<file path="config.mk">
export PLATFORM = sky130hd
export DESIGN_NAME = fx_bus_master
export DESIGN_NICKNAME = d
export VERILOG_FILES = /design/src/rtl/fx_bus_pkg.sv /design/src/rtl/fx_bus_master_tx_ser.sv /design/src/rtl/fx_bus_master.sv
export SDC_FILE = /design/constraint.sdc
export NUM_CORES = 1
export LEC_CHECK = 0
export BUFFER_PORTS_ARGS = -buffer_cell sky130_fd_sc_hd__buf_2
export CAP_MARGIN = 30
export CORE_UTILIZATION = 50
export CTS_CLUSTER_DIAMETER = 60
export DETAILED_ROUTE_END_ITERATION = 16
export GPL_ROUTABILITY_DRIVEN = 0
export HOLD_SLACK_MARGIN = 0.15
export PLACE_DENSITY = 0.75
export SKIP_CTS_REPAIR_TIMING = 1
export SYNTH_ARGS = -nofsm -noshare
export SYNTH_HDL_FRONTEND = slang
export SYNTH_SLANG_ARGS = --single-unit
</file>
<file path="constraint.sdc">
create_clock -name clk_sys -period 1.8 [get_ports clk_sys]
set_input_delay 0.18 -clock clk_sys [delete_from_list [all_inputs] [get_ports clk_sys]]
set_output_delay 0.18 -clock clk_sys [all_outputs]
set_load 0.1 [all_outputs]
</file>
<file path="src/rtl/fx_bus_pkg.sv">
// Shared constants, state encoding and small helpers for the fx bus master.
package fx_bus_pkg;

    // Frame sync bytes (defaults; the top exposes them as parameters)
    localparam logic [7:0] SYNC_CMD_DFLT = 8'hA5;
    localparam logic [7:0] SYNC_RSP_DFLT = 8'h5A;

    // Command opcodes
    localparam logic [7:0] CMD_WR = 8'h01;
    localparam logic [7:0] CMD_RD = 8'h02;

    // Command decoder states
    typedef enum logic [3:0] {
        ST_HUNT   = 4'd0,
        ST_CMD    = 4'd1,
        ST_ADDR_H = 4'd2,
        ST_ADDR_L = 4'd3,
        ST_DATA   = 4'd4,
        ST_WR     = 4'd5,
        ST_RD     = 4'd6,
        ST_CAP    = 4'd7,
        ST_TX     = 4'd8
    } fx_state_e;

    // True for the states that take bytes from the receive stream
    function automatic logic rx_open(input fx_state_e st);
        logic open;
        case (st)
            ST_HUNT, ST_CMD, ST_ADDR_H, ST_ADDR_L, ST_DATA: open = 1'b1;
            default:                                        open = 1'b0;
        endcase
        return open;
    endfunction

    // Saturating 8-bit increment; the error counter must never wrap
    function automatic logic [7:0] sat_inc8(input logic [7:0] v);
        logic [7:0] r;
        if (v == 8'hFF) begin
            r = v;
        end else begin
            r = v + 8'h01;
        end
        return r;
    endfunction

    // Select response byte idx (0 = first on the wire) from a packed frame
    function automatic logic [7:0] rsp_byte(input logic [31:0] frame, input logic [1:0] idx);
        logic [7:0] b;
        case (idx)
            2'd0:    b = frame[31:24];
            2'd1:    b = frame[23:16];
            2'd2:    b = frame[15:8];
            2'd3:    b = frame[7:0];
            default: b = 8'h00;
        endcase
        return b;
    endfunction

endpackage

</file>
<file path="src/rtl/fx_bus_master_tx_ser.sv">
// Four-byte response serializer: loads a packed frame, presents one byte at a
// time on a valid/ready handshake and pulses done on the last handshake.
module fx_tx_ser
    import fx_bus_pkg::*;
(
    input  logic        clk_sys,
    input  logic        rst_n,
    input  logic        load_i,
    input  logic [31:0] frame_i,
    output logic [7:0]  tx_data_o,
    output logic        tx_vld_o,
    input  logic        tx_rdy_i,
    output logic        done_o
);

    logic [31:0] frame_q, frame_d;
    logic [1:0]  idx_q, idx_d;
    logic        vld_q, vld_d;
    logic [7:0]  data_q, data_d;
    logic        done_s;

    // Next-state: load a new frame, or advance one byte per handshake
    always_comb begin
        frame_d = frame_q;
        idx_d   = idx_q;
        vld_d   = vld_q;
        data_d  = data_q;
        done_s  = 1'b0;
        if (load_i) begin
            frame_d = frame_i;
            idx_d   = 2'd0;
            vld_d   = 1'b1;
            data_d  = rsp_byte(frame_i, 2'd0);
        end else if (vld_q && tx_rdy_i) begin
            if (idx_q == 2'd3) begin
                // Last byte consumed: drop valid and return data to idle zero
                idx_d  = 2'd0;
                vld_d  = 1'b0;
                data_d = 8'h00;
                done_s = 1'b1;
            end else begin
                idx_d  = idx_q + 2'd1;
                data_d = rsp_byte(frame_q, idx_q + 2'd1);
            end
        end else begin
            // Stalled or idle: hold the presented byte
            data_d = data_q;
        end
    end

    // Serializer registers
    always_ff @(posedge clk_sys or negedge rst_n) begin
        if (!rst_n) begin
            frame_q <= 32'h0000_0000;
            idx_q   <= 2'd0;
            vld_q   <= 1'b0;
            data_q  <= 8'h00;
        end else begin
            frame_q <= frame_d;
            idx_q   <= idx_d;
            vld_q   <= vld_d;
            data_q  <= data_d;
        end
    end

    assign tx_data_o = data_q;
    assign tx_vld_o  = vld_q;
    // Combinational so the parent leaves TX on the same edge as the last handshake
    assign done_o    = done_s;

endmodule

</file>
<file path="src/rtl/fx_bus_master.sv">
// Command decoder between the FX byte stream and the fx register bus. Parses
// write/read command frames, drives single-cycle bus strobes and returns read
// data as a framed response through fx_tx_ser.
module fx_bus_master
    import fx_bus_pkg::*;
#(
    parameter logic [7:0] SYNC_CMD = SYNC_CMD_DFLT,
    parameter logic [7:0] SYNC_RSP = SYNC_RSP_DFLT
) (
    input  logic        clk_sys,
    input  logic        rst_n,
    input  logic [7:0]  rx_data,
    input  logic        rx_vld,
    output logic        rx_rdy,
    output logic [7:0]  tx_data,
    output logic        tx_vld,
    input  logic        tx_rdy,
    output logic [15:0] fx_waddr,
    output logic [7:0]  fx_data,
    output logic        fx_wr,
    output logic [15:0] fx_raddr,
    output logic        fx_rd,
    input  logic [7:0]  fx_q,
    output logic [7:0]  err_cnt
);

    fx_state_e   state_q, state_d;
    logic        is_rd_q, is_rd_d;
    logic [7:0]  addr_hi_q, addr_hi_d;
    logic [7:0]  addr_lo_q, addr_lo_d;
    logic [15:0] fx_waddr_q, fx_waddr_d;
    logic [7:0]  fx_data_q, fx_data_d;
    logic [15:0] fx_raddr_q, fx_raddr_d;
    logic        fx_wr_q, fx_wr_d;
    logic        fx_rd_q, fx_rd_d;
    logic        rx_rdy_q, rx_rdy_d;
    logic [7:0]  err_cnt_q, err_cnt_d;

    logic        rx_acc_s;
    logic        tx_load_s;
    logic        tx_done_s;
    logic [31:0] tx_frame_s;

    // A byte is taken only when we advertise ready and the FIFO offers one
    assign rx_acc_s = rx_vld & rx_rdy_q;

    // Response frame; fx_q is sampled straight into the serializer in CAP
    assign tx_frame_s = {SYNC_RSP, fx_raddr_q, fx_q};

    // Next-state and datapath decode for the command FSM
    always_comb begin
        state_d    = state_q;
        is_rd_d    = is_rd_q;
        addr_hi_d  = addr_hi_q;
        addr_lo_d  = addr_lo_q;
        fx_waddr_d = fx_waddr_q;
        fx_data_d  = fx_data_q;
        fx_raddr_d = fx_raddr_q;
        err_cnt_d  = err_cnt_q;
        fx_wr_d    = 1'b0;
        fx_rd_d    = 1'b0;
        tx_load_s  = 1'b0;

        case (state_q)
            ST_HUNT: begin
                if (rx_acc_s && (rx_data == SYNC_CMD)) begin
                    state_d = ST_CMD;
                end else begin
                    state_d = ST_HUNT;
                end
            end
            ST_CMD: begin
                if (rx_acc_s) begin
                    if (rx_data == CMD_WR) begin
                        is_rd_d = 1'b0;
                        state_d = ST_ADDR_H;
                    end else if (rx_data == CMD_RD) begin
                        is_rd_d = 1'b1;
                        state_d = ST_ADDR_H;
                    end else begin
                        err_cnt_d = sat_inc8(err_cnt_q);
                        state_d   = ST_HUNT;
                    end
                end else begin
                    state_d = ST_CMD;
                end
            end
            ST_ADDR_H: begin
                if (rx_acc_s) begin
                    addr_hi_d = rx_data;
                    state_d   = ST_ADDR_L;
                end else begin
                    state_d = ST_ADDR_H;
                end
            end
            ST_ADDR_L: begin
                if (rx_acc_s) begin
                    addr_lo_d = rx_data;
                    if (is_rd_q) begin
                        // Read address is complete: strobe the slave next cycle
                        fx_raddr_d = {addr_hi_q, rx_data};
                        fx_rd_d    = 1'b1;
                        state_d    = ST_RD;
                    end else begin
                        state_d = ST_DATA;
                    end
                end else begin
                    state_d = ST_ADDR_L;
                end
            end
            ST_DATA: begin
                if (rx_acc_s) begin
                    // Whole write frame decoded: publish address/data with the strobe
                    fx_waddr_d = {addr_hi_q, addr_lo_q};
                    fx_data_d  = rx_data;
                    fx_wr_d    = 1'b1;
                    state_d    = ST_WR;
                end else begin
                    state_d = ST_DATA;
                end
            end
            ST_WR: begin
                state_d = ST_HUNT;
            end
            ST_RD: begin
                state_d = ST_CAP;
            end
            ST_CAP: begin
                // Slave data is valid this cycle only
                tx_load_s = 1'b1;
                state_d   = ST_TX;
            end
            ST_TX: begin
                if (tx_done_s) begin
                    state_d = ST_HUNT;
                end else begin
                    state_d = ST_TX;
                end
            end
            default: begin
                state_d = ST_HUNT;
            end
        endcase

        rx_rdy_d = rx_open(state_d);
    end

    // FSM state and registered outputs
    always_ff @(posedge clk_sys or negedge rst_n) begin
        if (!rst_n) begin
            state_q    <= ST_HUNT;
            is_rd_q    <= 1'b0;
            addr_hi_q  <= 8'h00;
            addr_lo_q  <= 8'h00;
            fx_waddr_q <= 16'h0000;
            fx_data_q  <= 8'h00;
            fx_raddr_q <= 16'h0000;
            fx_wr_q    <= 1'b0;
            fx_rd_q    <= 1'b0;
            rx_rdy_q   <= 1'b0;
            err_cnt_q  <= 8'h00;
        end else begin
            state_q    <= state_d;
            is_rd_q    <= is_rd_d;
            addr_hi_q  <= addr_hi_d;
            addr_lo_q  <= addr_lo_d;
            fx_waddr_q <= fx_waddr_d;
            fx_data_q  <= fx_data_d;
            fx_raddr_q <= fx_raddr_d;
            fx_wr_q    <= fx_wr_d;
            fx_rd_q    <= fx_rd_d;
            rx_rdy_q   <= rx_rdy_d;
            err_cnt_q  <= err_cnt_d;
        end
    end

    fx_tx_ser u_tx_ser (
        .clk_sys   (clk_sys),
        .rst_n     (rst_n),
        .load_i    (tx_load_s),
        .frame_i   (tx_frame_s),
        .tx_data_o (tx_data),
        .tx_vld_o  (tx_vld),
        .tx_rdy_i  (tx_rdy),
        .done_o    (tx_done_s)
    );

    assign rx_rdy   = rx_rdy_q;
    assign fx_waddr = fx_waddr_q;
    assign fx_data  = fx_data_q;
    assign fx_wr    = fx_wr_q;
    assign fx_raddr = fx_raddr_q;
    assign fx_rd    = fx_rd_q;
    assign err_cnt  = err_cnt_q;

endmodule

</file>
Yosys cells after proc, flatten, opt, wreduce, memory -nomap -nowiden
Cells that the tools add are included.
{"block": "word_totals", "reg_bits": 108, "output_inout_bits": 60, "wordCells": 88}
{"block": "classes", "addsub": 2, "n_eq_ne": 19, "mux": 32, "bitwise_logic": 4, "n_reduce_logical": 16}
{"op": "$pmux 4 s8", "count": 1}
{"op": "$pmux 8 s4", "count": 1}
{"op": "$mux 8", "count": 3}
{"op": "$mux 1", "count": 18}
{"op": "$eq 4x2->1 const B", "count": 4}
{"op": "$eq 4x3->1 const B", "count": 4}
{"op": "$eq 8x8->1 const B", "count": 2}
{"op": "$mux 2", "count": 6}
{"op": "$mux 4", "count": 3}
{"op": "$add 8x1->8 const B", "count": 1}
{"op": "$eq 4x1->1 const B", "count": 2}
{"op": "$eq 8x1->1 const B", "count": 1}
{"op": "$eq 8x2->1 const B", "count": 1}
{"op": "$logic_not 4->1", "count": 2}
{"op": "$reduce_and 2->1", "count": 4}
{"op": "$eq 2x2->1 const B", "count": 3}
{"op": "$reduce_and 3->1", "count": 2}
{"op": "$reduce_bool 2->1", "count": 3}
{"op": "$reduce_and 5->1", "count": 1}
{"op": "$reduce_or 5->1", "count": 1}
{"op": "$eq 4x4->1 const B", "count": 1}
{"op": "$not 1->1", "count": 3}
{"op": "$add 2x1->2 const B", "count": 1}
{"op": "$eq 2x1->1 const B", "count": 1}
{"op": "other kinds (3)", "count": 4}

Depth between registers and ports, before layout
{"block": "logic_depth", "ltp_word": 9, "depth_mapped": 7, "depth_no_buf": 6}

Hierarchy
A second synthesis with hierarchy kept.
{"block": "unflattened", "hier_cells": 359, "area_unflattened_um2": 4533.1}
{"module": "fx_bus_master", "n_inst": 1, "cells_each": 232, "area_per_inst_um2": 2929.1, "seq_area_each_um2": 1801.7}
{"module": "fx_tx_ser", "n_inst": 1, "cells_each": 127, "area_per_inst_um2": 1604.0, "seq_area_each_um2": 875.8}

Least setup slack after synthesis
Ideal clock, no wire load.
{"block": "synth_timing", "kind": "flip-flop to flip-flop", "from": "register rx_rdy_q (netlist: rx_rdy)", "to": "register fx_raddr_q[10] (netlist: fx_raddr[10])", "setup_time_ps": 126, "arrival_time_ps": 2154, "path_slack_ps": -480, "path_stages_with_launch": 6, "path_buffers": 1, "synth_period_minus_slack_ps": 2280, "cell_sequence": "dfrtp_1 -> nand3b_4 -> nor3_4 -> nand2_4 -> buf_6 -> mux2_4"}
{"block": "synth_between", "elab_chain_cells": 2}
{"element": "start: declaration", "line_no": "fx_bus_master.sv:36", "source": "logic rx_rdy_q, rx_rdy_d;"}
{"element": "start signal: assignment", "line_no": "fx_bus_master.sv:172", "source": "rx_rdy_q <= rx_rdy_d;"}
{"element": "$and 1x1->1", "line_no": "fx_bus_master.sv:45", "source": "assign rx_acc_s = rx_vld & rx_rdy_q;"}
{"element": "$reduce_and 3->1 (no line)"}
{"element": "end signal: assignment", "line_no": "fx_bus_master.sv:169", "source": "fx_raddr_q <= fx_raddr_d;"}
{"element": "end: declaration", "line_no": "fx_bus_master.sv:33", "source": "logic [15:0] fx_raddr_q, fx_raddr_d;"}
No other way between the ends.
A chain may end at the register's enable or synchronous reset.

Worst setup path after layout
{"block": "layout_timing", "from": "register state_q[2]", "to": "register addr_lo_q[2]"}
{"block": "layout_between", "elab_chain_cells": 2}
{"element": "start: declaration", "line_no": "fx_bus_master.sv:27", "source": "fx_state_e state_q, state_d;"}
{"element": "start signal: assignment", "line_no": "fx_bus_master.sv:163", "source": "state_q <= state_d;"}
{"element": "$eq 4x2->1", "line_no": "fx_bus_master.sv:64", "source": "case (state_q)"}
{"element": "$reduce_and 2->1 (no line)"}
{"element": "end signal: assignment", "line_no": "fx_bus_master.sv:166", "source": "addr_lo_q <= addr_lo_d;"}
{"element": "end: declaration", "line_no": "fx_bus_master.sv:30", "source": "logic [7:0] addr_lo_q, addr_lo_d;"}
No other way between the ends.

==> flow_metrics.tcl <==
set metrics [dict create \
    outcome "completed" \
    synthFlopType "dfrtp_1" \
    r2r_slack_ns 0.18 \
    critPathArrivalTime_ns 1.89 \
    insertedDiodeCount 0 \
    layout_common_cells "140 x nand2_1, 98 x dfrtp_1, 78 x buf_2, 30 x mux2_2, 18 x dlygate4sd3_1" \
    die-width_um 96.9 \
    ctsHtreeMaxLevel 3 \
    nNetsFinal 540 \
    grt_start_max_net_pins 44 \
    drc_errors 0 \
    stdcell_count 627 \
    hold_path_class "in2reg" \
    dp_slack_ns 0.0772 \
    finalPower_mw 10.4 \
    cts_root_buf "clkbuf_8" \
    slew_headroom 0.614 \
    dr.pass1.iters 5 \
    vdd_drop_max_mv 1.51 \
    criticalPathCategory "reg2reg" \
    cts_made_buffers 9 \
    io_pins 80 \
    path_cells "nand2b_4 -> nor3_4 -> buf_4 -> mux2_2" \
    grt_pass1_wl_mm 16.0 \
    synth_edf_count 0 \
    io_buffers 79 \
    power_density_nw_per_um2 1900 \
    crit_fanout 9 \
    drive_gt1_frac 0.314 \
    finClkSkew_ns 0.0151 \
    setup_ws_ns 0.182 \
    fp-row-count 34 \
    overflow 0 \
    synthDistinctLibCells 41 \
    die_area_sq_um 9380 \
    worstSetupStartpointType "flop" \
    worstSkewPairLatency_ns 0.38 \
    placed_cells 593 \
    critPathRequiredTime_ns 2.07 \
    fin_crit_sh 0.899 \
    first_iter_violations 120 \
    core_area_sq_um 8720 \
    fin_hold_ws_ns 0.306 \
    final_common_cell "nand2_1" \
    rsz0062_at_grt "false" \
    whs_endpoint "state_q[0]" \
    grt_pass1_vias 3227 \
    clk_path_buf_depth 2 \
    ys_ff_latch 108 \
    dr_total_vias 3265 \
    antenna_found_initial 0 \
    viasPerCell 5.21 \
    grtUsageMet2 0.334 \
    min_period_ns 1.62 \
    setup_viol_count_final 0 \
    avgSynthCellArea_sq_um 10.9 \
    p_leak_nw 2.91 \
    final_hold_viol_count 0 \
    r2r_start "state_q[2]" \
    synth_nets 440 \
    track_usage 0.214 \
    ys_warn_count 0 \
    maxCapViolCount 0 \
    cts.clk_slew.worst_paths_ns 0.11 \
    max_stage_delay_ns 0.49 \
    dieHeight_um 96.9 \
    hold_start "rx_vld" \
    slew_violations 0 \
    max_freq_ghz 0.618 \
    r2r_end "addr_lo_q[2]" \
    ff2ff_path_depth 4 \
    area_growth_pct 21.7 \
    use_met3 0.0621 \
    crit_slowest_cell "dfrtp_1" \
    cts_sinks 108 \
    start_util 0.516 \
    routedWlPerCell_um 15.5 \
    cts_tree "built" \
    grt_busiest_layer "met2" \
    syn_area_sq_um 4500 \
    ys_seq_area_frac 0.601 \
    wirelength_mm 9.71 \
    async_flop_share 1.00 \
    grtUsageMet1 0.289 \
    fillCellCount 672 \
    drt.antenna.violating_nets 0 \
    hold_depth 4 \
    synth_cells 414 \
    tightest_slew_ns 0.579 \
    dp_hpwl_mm 6.80 \
    endpoint_kind "flop" \
    final_core_util 0.628 \
]
==> layout make-up <==
cell class / count / area, sq um / share of cell area
Timing Repair Buffer: 107 / 678 / 0.124
Clock buffer: 10 / 138 / 0.0251
Sequential cell: 108 / 2720 / 0.497
Inverter: 10 / 37.5 / 0.00686
Tap cell: 108 / 135 / 0.0247
Clock inverter: 6 / 61.3 / 0.0112
Multi-Input combinational cell: 278 / 1700 / 0.311
==> how the worst max path moves through the flow <==
stage | slack [ns] | startpoint | endpoint
after global routing | 0.06 | u_tx_ser.idx_q[0] | u_tx_ser.tx_data_o[0]
after CTS | 0.06 | state_q[2] | err_cnt[7]
after global placement | 0.15 | state_q[2] | err_cnt[7]
final | 0.18 | state_q[2] | addr_lo_q[2]
after detailed placement | 0.08 | state_q[2] | err_cnt[7]
after floorplan | -0.02 | rx_rdy | fx_raddr[10]
==> layer usage <==
metal	up-vias	wire length (um)
li1	1580	-
met1	1590	4370
met2	85	4730
met3	10	470
met4	0	134
met5	-	0
==> critical path, delay by kind of cell, from the launching register on <==
family	cells	cell delay, ns
mux	1	0.35
buf+inv	1	0.23
flops	1	0.49
simple gates	2	0.44
==> metrics by stage <==
stage	setup TNS, ns	instance area, sq um
2_1_floorplan	-0.111	4530
3_3_place_gp	0	5080
3_5_place_dp	0	5080
4_1_cts	0	5280
5_1_grt	0	5480
6_report	0	5480
==> power by group <==
group	total [mW]	internal, mW	switching, mW
logic	5.20	1.06	4.14
clock network	1.48	0.585	0.892
registers	3.72	3.15	0.574
total	10.4	4.79	5.61
==> kinds of logic after synthesis <==
| group | after synthesis | synth area share |
|---|---|---|
| DFF | 108 | 0.600 |
| muxes | 37 | 0.0984 |
| and+or+nand+nor | 188 | 0.182 |
| adders and majority gates | 6 | 0.0167 |
| AOI/OAI and AO/OA | 39 | 0.0592 |
| xor gates and xnor gates | 8 | 0.0156 |
| buffers and inverters | 28 | 0.0275 |
==> synthesized netlist by cell type (2+ instances only) <==
cell | number | area share
nand2_1 | 140 | 0.12
dfrtp_1 | 108 | 0.60
mux2_2 | 30 | 0.075
nor2_1 | 13 | 0.011
a21oi_1 | 12 | 0.013
buf_2 | 9 | 0.010
clkbuf_1 | 8 | 0.0067
inv_1 | 8 | 0.0067
nand3_1 | 8 | 0.0089
mux2_4 | 7 | 0.023
nor3_1 | 7 | 0.0078
o21ai_0 | 7 | 0.0078
ha_1 | 6 | 0.017
xnor2_1 | 5 | 0.0097
a221o_1 | 4 | 0.0089
a222oi_1 | 4 | 0.0089
a22oi_1 | 4 | 0.0067
and3_1 | 3 | 0.0042
nand4_1 | 3 | 0.0042
xor2_1 | 3 | 0.0058
inv_2 | 2 | 0.0017
nor2b_1 | 2 | 0.0028
o211ai_1 | 2 | 0.0033
or3_1 | 2 | 0.0028
==> registers in the layout, summed over array words and instances (netlist names) <==
name,cells
addr_hi_q,8
addr_lo_q,8
err_cnt,8
fx_data,8
fx_raddr,16
fx_rd,1
fx_waddr,16
fx_wr,1
is_rd_q,1
rx_rdy,1
state_q,4
u_tx_ser.frame_q,25
u_tx_ser.idx_q,2
u_tx_ser.tx_data_o,8
u_tx_ser.tx_vld_o,1
No activity file was read; power rests on OpenSTA's default activity.
